File: src/rtl/ws281x_chain_transmitter.sv
// WS281x pixel-chain serializer: valid/ready pixel input, one-entry holding buffer, latch gap after the frame.
// Optional macro WS281X_UNDERRUN_DETECT_EN adds underrunOUT and aborts a frame whose gap reaches the latch time.
module ws281x_chain_transmitter #(
    parameter int CLOCK_SPEED    = 50_000_000,
    parameter int BITS_PER_PIXEL = 24,
    parameter int T0H_NS         = 500,
    parameter int T1H_NS         = 1200,
    parameter int TBIT_NS        = 2500,
    parameter int TRESET_NS      = 50_000
) (
    input  logic                      clkIN,
    input  logic                      resetIN,
    input  logic [BITS_PER_PIXEL-1:0] pixelIN,
    input  logic                      lastIN,
    input  logic                      validIN,
    output logic                      readyOUT,
    input  logic                      fastIN,
    output logic                      busyOUT,
`ifdef WS281X_UNDERRUN_DETECT_EN
    output logic                      underrunOUT,
`endif
    output logic                      dataOUT
);

    localparam int MHZ    = CLOCK_SPEED / 1_000_000;
    localparam int S_T0H  = MHZ * T0H_NS / 1000;
    localparam int S_T1H  = MHZ * T1H_NS / 1000;
    localparam int S_TBIT = MHZ * TBIT_NS / 1000;
    localparam int F_T0H  = S_T0H / 2;
    localparam int F_T1H  = S_T1H / 2;
    localparam int F_TBIT = S_TBIT / 2;
    localparam int T_RST  = MHZ * TRESET_NS / 1000;
    localparam int MAX_CNT = (S_TBIT > T_RST) ? S_TBIT : T_RST;
    localparam int CW = $clog2(MAX_CNT);
    localparam int BW = $clog2(BITS_PER_PIXEL);
`ifdef WS281X_UNDERRUN_DETECT_EN
    localparam bit UNDERRUN_EN = 1'b1;
`else
    localparam bit UNDERRUN_EN = 1'b0;
`endif

    if (!(F_T0H >= 1 && F_T0H < F_T1H && F_T1H < F_TBIT &&
          (BITS_PER_PIXEL == 24 || BITS_PER_PIXEL == 32))) begin : g_bad_timing
        $error("ws281x_chain_transmitter: illegal timing or pixel-width parameters");
    end

    typedef enum logic [1:0] {IDLE, BIT, GAP, LATCH} state_t;

    state_t                    state_r;
    logic [CW-1:0]             cnt_r;
    logic [BW-1:0]             bit_idx_r;
    logic [BITS_PER_PIXEL-1:0] shift_r;
    logic                      last_flag_r;
    logic                      fast_r;
    logic                      buf_valid_r;
    logic [BITS_PER_PIXEL-1:0] buf_pixel_r;
    logic                      buf_last_r;

    logic                      accept_s;
    logic                      load_s;
    logic                      bit_end_s;
    logic                      pixel_end_s;
    logic                      gap_timeout_s;
    logic [CW-1:0]             cnt_next_s;
    logic [CW-1:0]             high_s;
    logic [CW-1:0]             bit_last_s;

    function automatic logic [CW-1:0] high_time(input logic one, input logic fast);
        logic [CW-1:0] t;
        case ({fast, one})
            2'b00:   t = CW'(S_T0H);
            2'b01:   t = CW'(S_T1H);
            2'b10:   t = CW'(F_T0H);
            2'b11:   t = CW'(F_T1H);
            default: t = CW'(S_T0H);
        endcase
        return t;
    endfunction

    // Handshake, bit/pixel boundaries and the load decision shared by buffer and sequencer.
    always_comb begin
        accept_s      = validIN && readyOUT;
        bit_last_s    = fast_r ? CW'(F_TBIT - 1) : CW'(S_TBIT - 1);
        bit_end_s     = (cnt_r == bit_last_s);
        pixel_end_s   = bit_end_s && (bit_idx_r == BW'(BITS_PER_PIXEL - 1));
        cnt_next_s    = cnt_r + CW'(1);
        high_s        = high_time(shift_r[BITS_PER_PIXEL-1], fast_r);
        load_s        = buf_valid_r && ((state_r == IDLE) || (state_r == GAP) ||
                                        ((state_r == BIT) && pixel_end_s));
        gap_timeout_s = UNDERRUN_EN && (state_r == GAP) && (cnt_r == CW'(T_RST - 1));
    end

    // Holding buffer; readyOUT mirrors the buffer's next emptiness so it is a clean register.
    always_ff @(posedge clkIN) begin
        if (resetIN) begin
            buf_valid_r <= 1'b0;
            buf_pixel_r <= '0;
            buf_last_r  <= 1'b0;
            readyOUT    <= 1'b0;
        end else if (accept_s) begin
            buf_valid_r <= 1'b1;
            buf_pixel_r <= pixelIN;
            buf_last_r  <= lastIN;
            readyOUT    <= 1'b0;
        end else if (load_s) begin
            buf_valid_r <= 1'b0;
            readyOUT    <= 1'b1;
        end else begin
            readyOUT    <= ~buf_valid_r;
        end
    end

    // Frame sequencer: loads pixels, times each bit, then runs the gap or latch period.
    always_ff @(posedge clkIN) begin
        if (resetIN) begin
            state_r     <= IDLE;
            cnt_r       <= '0;
            bit_idx_r   <= '0;
            shift_r     <= '0;
            last_flag_r <= 1'b0;
            fast_r      <= 1'b0;
            dataOUT     <= 1'b0;
            busyOUT     <= 1'b0;
        end else if (load_s) begin
            // Bit rate is chosen only when a frame starts from IDLE.
            fast_r      <= (state_r == IDLE) ? fastIN : fast_r;
            shift_r     <= buf_pixel_r;
            last_flag_r <= buf_last_r;
            cnt_r       <= '0;
            bit_idx_r   <= '0;
            dataOUT     <= 1'b1;
            busyOUT     <= 1'b1;
            state_r     <= BIT;
        end else begin
            case (state_r)
                IDLE: begin
                    dataOUT <= 1'b0;
                    busyOUT <= 1'b0;
                end
                BIT: begin
                    if (!bit_end_s) begin
                        cnt_r   <= cnt_next_s;
                        dataOUT <= (cnt_next_s < high_s);
                    end else if (!pixel_end_s) begin
                        shift_r   <= {shift_r[BITS_PER_PIXEL-2:0], 1'b0};
                        bit_idx_r <= bit_idx_r + BW'(1);
                        cnt_r     <= '0;
                        dataOUT   <= 1'b1;
                    end else if (last_flag_r) begin
                        state_r <= LATCH;
                        cnt_r   <= '0;
                        dataOUT <= 1'b0;
                    end else begin
                        state_r <= GAP;
                        cnt_r   <= '0;
                        dataOUT <= 1'b0;
                    end
                end
                GAP: begin
                    if (gap_timeout_s) begin
                        state_r <= IDLE;
                        cnt_r   <= '0;
                        busyOUT <= 1'b0;
                    end else begin
                        cnt_r <= UNDERRUN_EN ? cnt_next_s : cnt_r;
                    end
                end
                LATCH: begin
                    if (cnt_r == CW'(T_RST - 1)) begin
                        state_r <= IDLE;
                        cnt_r   <= '0;
                        busyOUT <= 1'b0;
                    end else begin
                        cnt_r <= cnt_next_s;
                    end
                end
                default: begin
                    state_r <= IDLE;
                    dataOUT <= 1'b0;
                    busyOUT <= 1'b0;
                end
            endcase
        end
    end

`ifdef WS281X_UNDERRUN_DETECT_EN
    // Sticky underrun flag: set entering GAP, cleared when a latch completes normally.
    always_ff @(posedge clkIN) begin
        if (resetIN) begin
            underrunOUT <= 1'b0;
        end else if ((state_r == BIT) && pixel_end_s && !buf_valid_r && !last_flag_r) begin
            underrunOUT <= 1'b1;
        end else if ((state_r == LATCH) && (cnt_r == CW'(T_RST - 1))) begin
            underrunOUT <= 1'b0;
        end else begin
            underrunOUT <= underrunOUT;
        end
    end
`endif

endmodule

File: config.mk
export PLATFORM = sky130hd
export DESIGN_NAME = ws281x_chain_transmitter
export DESIGN_NICKNAME = d
export VERILOG_FILES = /design/src/rtl/ws281x_chain_transmitter.sv
export SDC_FILE = /design/constraint.sdc
export NUM_CORES = 1
export LEC_CHECK = 0
export CORE_MARGIN = 2
export CORE_UTILIZATION = 51
export DETAILED_ROUTE_END_ITERATION = 8
export PLACE_DENSITY = 0.72
export SLEW_MARGIN = 5
export SYNTH_ARGS = -nofsm -noshare
export SYNTH_HDL_FRONTEND = slang
export SYNTH_SLANG_ARGS = --single-unit
File: constraint.sdc
create_clock -name clkIN -period 2.5 [get_ports clkIN]
set_input_delay 0.5 -clock clkIN [delete_from_list [all_inputs] [get_ports clkIN]]
set_output_delay 0.5 -clock clkIN [all_outputs]
set_load 0.1 [all_outputs]
==> results of run 1 <==
[sequential cells by signal, indices dropped and copies added, names as in the netlist]
name	cells
buf_pixel_r	24
shift_r	24
cnt_r	12
bit_idx_r	5
state_r	2
buf_last_r	1
buf_valid_r	1
busyOUT	1
dataOUT	1
fast_r	1
last_flag_r	1
readyOUT	1
[cells in the final DEF, fill, tap and decap left out, types with 3 or more instances in the layout]
cell type and instances:
dfxtp_1 74, clkdlybuf4s50_1 27, a31oi_1 5, a21oi_1 39
o21ai_0 8, nor4_1 3, inv_1 8, a211oi_1 25
o21a_1 3, buf_4 15, clkbuf_8 9, nor3_1 5
xnor2_1 5, ha_1 5, nor2_1 40, nand2_1 66
nand4_1 3, xor2_1 3, or2_2 3, mux2i_1 29
nor2b_1 3, nand3_1 17, or3_1 4
[worst register-to-register path, cell delays in order (launching register included)]
cell,delay (ns)
dfxtp_1,0.37
nor4_1,0.43
and3_1,0.44
nand4_2,0.33
buf_12,0.28
mux2i_1,0.15
a211oi_1,0.23
[what timing repair did]
item | 4_1_cts | 5_1_grt
endpoints found under the setup margin | 0 | 1
buffers inserted | 0 | 0
hold buffers | 0 | 0
gates resized for setup | 0 | 1
[logic make-up after synthesis]
kind of cell / Yosys count / share of synthesized area [%]
DFF: 74 / 41.9
AOI/OAI and AO/OA: 96 / 17.8
muxes: 29 / 8.20
xor gates and xnor gates: 8 / 1.98
and+or+nand+nor: 164 / 21.8
buffers and inverters: 44 / 6.61
adders and majority gates: 5 / 1.77
[path summary, 6_finish.rpt]
| path | endpoint | start | slack (ns) | depth (start not counted) |
|---|---|---|---|---|
| worst max-delay path | shift_r[15] | cnt_r[1] | 0.19 | 6 |
| worst min-delay path | busyOUT | resetIN | 0.41 | 2 |
| worst max register to register | shift_r[15] | cnt_r[1] | 0.19 | 6 |
| worst min register to register | buf_pixel_r[13] | buf_pixel_r[13] | 0.46 | 2 |
[where the power goes]
part	internal (W)	leakage [nW]	switching [W]
sequential	0.00122	0.602	0.0000277
combinational	0.0000945	0.898	0.000116
clock	0.000572	0.112	0.000476
[metrics by stage]
stage / total power (W) / cells
floorplan: 0.00142 / 420
global placement: 0.00149 / 508
detailed placement: 0.00149 / 508
CTS: 0.00253 / 524
global route: 0.00262 / 524
finish: 0.00251 / 524
[final cells by class]
cell class                 count  share of cell area, %
tap                           80                   2.46
inverter                       8                  0.737
timing repair buffer          44                   10.0
multi-input combinational    302                   44.9
clock buffer                   9                   3.04
sequential                    74                   36.4
clock inverter                 7                   2.49
[per-layer routing]
metal / vias up / part of all wire (%) / wire [um]
li1: 1513 / - / -
met1: 1372 / 48 / 3370
met2: 61 / 47 / 3310
met3: 8 / 4.3 / 300
met4: 0 / 0.87 / 61
met5: - / 0 / 0
==> impl_metrics.toml, run 1 <==
[status]
status = "completed"

[setup_path]
cp_top_family = "simple AND/OR/NAND/NOR gates"
slowest_stage = "and3_1"
worstPathCellList = "nor4_1, and3_1, nand4_2, buf_12, mux2i_1, a211oi_1"
cp_num_buf_inv = 1
end_kind = "flop"
cp_max_fo = 25
crit_path_max_incr_delay_ns = 0.44
critPathArrivalTime_ns = 2.57
cp.required_ns = 2.76
start_kind = "flop"
crit_type = "flop to flop"

[layout]
antennaDiodeCount = 0
multiInputGateArea_um2 = 1830
drive_above_1_share_pct = 9.68
syn_to_final_growth_pct = 15.1
ff_latch_area_um2 = 1480
final_core_util_pct = 60.3
final_area_um2 = 4070
nFillCells = 615
fin_nets = 473

[route]
firstDrtPassIters = 4
wl_per_cell_um = 13.4
drt_iter0_markers = 121
viasPerCell = 5.64
ant_nets = 0
vias = 2954
wl_um = 7050
drc = 0

[global_routing]
grt-busiest-layer = "met2"
grt.overflow.total = 0
met2_usage_pct = 31.2
grt_max_degree = 55
grt_pass1_vias = 2618
grt_pass1_wl_um = 11900
grt_antenna_before_repair = 0
grt_usage_pct = 19.4
use_met3_pct = 4.55
grt_use_met1_pct = 26.3

[logic_synthesis]
synth_cell_type_count = 52
ys_async_sr_fraction_pct = 0
synthCells = 420
avgSynthCellArea_um2 = 8.43
synth_edf_count = 0
yosysWarningCount = 0
synth_top_area_cell = "dfxtp_1"
ys_seq_area_share_pct = 41.9
synth_area_leaders = "dfxtp_1 (42%), mux2i_1 (8.2%), nand2_1 (7.0%)"
synth.top_cell.area_share_pct = 41.9
ys_dominant_reg_cell = "dfxtp_1"
syn_area_um2 = 3540
yosysMostFrequentCell = "dfxtp_1"
ys_seq_elements = 74
syn_nets = 454
synth_commonest_cells = "dfxtp_1 (74), nand2_1 (66), a21oi_1 (40), nor2_1 (40), mux2i_1 (29)"

[floorplan]
start_util_pct = 52.4
placementRows = 30
die_w_um = 87.3
dieHeight_um = 87.3
design.die.area_um2 = 7620
top_level_ports = 32
core_area_um2 = 6760

[timing]
tns_ns = 0
fin_crit_sh_pct = 92.5
hold-worst-slack_ns = 0.407
rsz0062_at_grt = "no"
period_needed_ns = 2.31
finalClockSkew_ns = 0.00727
final.setup.worst_slack_ns = 0.189
maxSlewViolCount = 0
hold_viol = 0
fmax_mhz = 433
timing.max_slew.rel_slack_pct = 58.4
max_slew.worst_pin.slew_ns = 0.620
setup_viol = 0

[clocking]
root_buffer = "clkbuf_8"
clockBufferDepth = 2
cts_max_level = 3
cts_buffers = 9
cts.sinks = 74
clkLatencyLatePin_ns = 0.35
cts_tree = "done"
path_clk_slew_ns = 0.08

[place]
place.gp.congestion = 0.876
dp_hpwl_um = 4730
port-buffer-count = 31
dpl_cell_area_um2 = 3840
pre_cts_ws_ns = 0.191

[power_and_ir_drop]
leakage_nw = 1.61
p_per_area_nw_per_um2 = 616
max-vdd-ir-drop_uv = 355

[run]
cap_violations = 0

[hold_path]
min_path_type = "primary input to flop"
(Power assumes the default switching activity.)
==> run 2, diff against run 1 <==
--- a/config.mk
+++ b/config.mk
@@ -6,9 +6,9 @@
 export NUM_CORES = 1
 export LEC_CHECK = 0
 export CORE_MARGIN = 2
-export CORE_UTILIZATION = 51
+export CORE_UTILIZATION = 57
 export DETAILED_ROUTE_END_ITERATION = 8
-export PLACE_DENSITY = 0.72
+export PLACE_DENSITY = 0.79
 export SLEW_MARGIN = 5
 export SYNTH_ARGS = -nofsm -noshare
 export SYNTH_HDL_FRONTEND = slang
==> impl_metrics.toml, run 2 (synthesis results as in run 1) <==
[layout]
syn_to_final_growth_pct = 15.2
reg_top3 = "buf_pixel_r: 24 flops, shift_r: 24 flops, cnt_r: 12 flops"
final_common_cell = "dfxtp_1"
final_cell_mix = "dfxtp_1 (74), nand2_1 (66), nor2_1 (40), a21oi_1 (40), mux2i_1 (29)"
fin_nets = 477
drive_above_1_share_pct = 10.3
nFillCells = 516
stdcell_count = 523
antennaDiodeCount = 0

[status]
status = "completed"

[setup_path]
rrSetupSlack_ns = 0.28
reg2regPathDepth = 7
end_kind = "flop"
crit_type = "flop to flop"
start_kind = "flop"
critPathArrivalTime_ns = 2.47
cp_max_fo = 13
cp.required_ns = 2.76
crit-reg2reg-capture = "shift_r[12]"
r2r_start = "cnt_r[0]"

[route]
wl_per_cell_um = 14.3
firstDrtPassIters = 4
wl_um = 7460
ant_nets = 0
vias = 2986
viasPerCell = 5.71
drc = 0
drt_iter0_markers = 186

[floorplan]
design.die.area_um2 = 6860
start_util_pct = 59.4
top_level_ports = 32
dieHeight_um = 82.8
placementRows = 28
die_w_um = 82.8
core_area_um2 = 5960

[timing]
hold-worst-slack_ns = 0.457
fmax_mhz = 451
fin_crit_sh_pct = 88.7
setup_viol = 0
hold_viol = 0
rsz0062_at_grt = "no"
max_slew.worst_pin.slew_ns = 0.676
finalClockSkew_ns = 0.00487
maxSlewViolCount = 0
tns_ns = 0
timing.max_slew.rel_slack_pct = 54.9
period_needed_ns = 2.22

[power_and_ir_drop]
max-vdd-ir-drop_uv = 390
leakage_nw = 1.62
p_per_area_nw_per_um2 = 595
total_power_w = 0.00243

[clocking]
clkLatencyLatePin_ns = 0.34
path_clk_slew_ns = 0.08
cts_buffers = 9
cts_tree = "done"
cts.sinks = 74
cts_max_level = 3
root_buffer = "clkbuf_8"
cts_hold_buf = 0
clockBufferDepth = 2

[place]
place.gp.congestion = 0.936
dp.cells = 507
dp_hpwl_um = 5150
port-buffer-count = 31

[hold_path]
whs_endpoint = "buf_pixel_r[16]"
min_path_type = "flop to flop"
holdCritStartpoint = "buf_pixel_r[16]"
holdPathStages = 2

[global_routing]
grt_pass1_wl_um = 13000
grt.overflow.total = 0
grt_usage_pct = 22.9
grt_pass1_vias = 2819
grt_antenna_before_repair = 0
grt_max_degree = 39

[run]
cap_violations = 0
run 2: through the flow:
step           utilization, %  setup slack [ns]  area [um^2]
3_5_place_dp             64.9             0.257         3870
4_1_cts                  68.4             0.220         4070
6_report                 68.5             0.281         4080
3_3_place_gp             64.9             0.186         3870
2_1_floorplan               -             0.481         3540
5_1_grt                  68.5            0.0819         4080
run 2: report_power, final:
| group | switching, W | internal (W) |
|---|---|---|
| clock | 0.000440 | 0.000517 |
| combinational | 0.000120 | 0.0000983 |
| sequential | 0.0000287 | 0.00122 |
| total | 0.000589 | 0.00184 |
run 2: how the worst max path moves through the flow:
stage / startpoint / end / slack (ns) / cells past startpoint
4_1_cts: cnt_r[1] / cnt_r[3] / 0.22 / 7
3_3_place_gp: cnt_r[1] / cnt_r[3] / 0.19 / 7
6_report: cnt_r[0] / shift_r[12] / 0.28 / 7
5_1_grt: cnt_r[1] / shift_r[6] / 0.08 / 6
2_1_floorplan: cnt_r[1] / state_r[0] / 0.48 / 8
3_5_place_dp: cnt_r[1] / cnt_r[3] / 0.26 / 7
run 2: area by class of cell:
class	count	area, um^2	area share (%)
tap	75	93.8	2.30
clock buffer	12	155	3.80
clock inverter	4	48.8	1.20
sequential	74	1480	36.3
inverter	8	30.0	0.736
multi-input combinational	302	1830	44.9
timing repair buffer	48	438	10.7
run 2: layer usage:
layer / vias up / track usage [%] / part of all wire, %
met5: - / 0 / 0
met2: 58 / 36.3 / 48
li1: 1519 / - / -
met1: 1398 / 30.7 / 47
met4: 0 / 8.79 / 1.3
met3: 11 / 4.87 / 3.3
run 2: worst max-delay path, cell delays in order, from the launching register on:
cell and delay, ns:
dfxtp_1 0.32, buf_4 0.16, or3b_4 0.42, a21oi_2 0.18, nand4_2 0.32, buf_4 0.34, mux2i_1 0.15, a211oi_1 0.24
run 2: timing repair:
item	in CTS	in global routing
setup endpoints to repair	0	3
buffers inserted	0	0
gates resized for setup	0	1
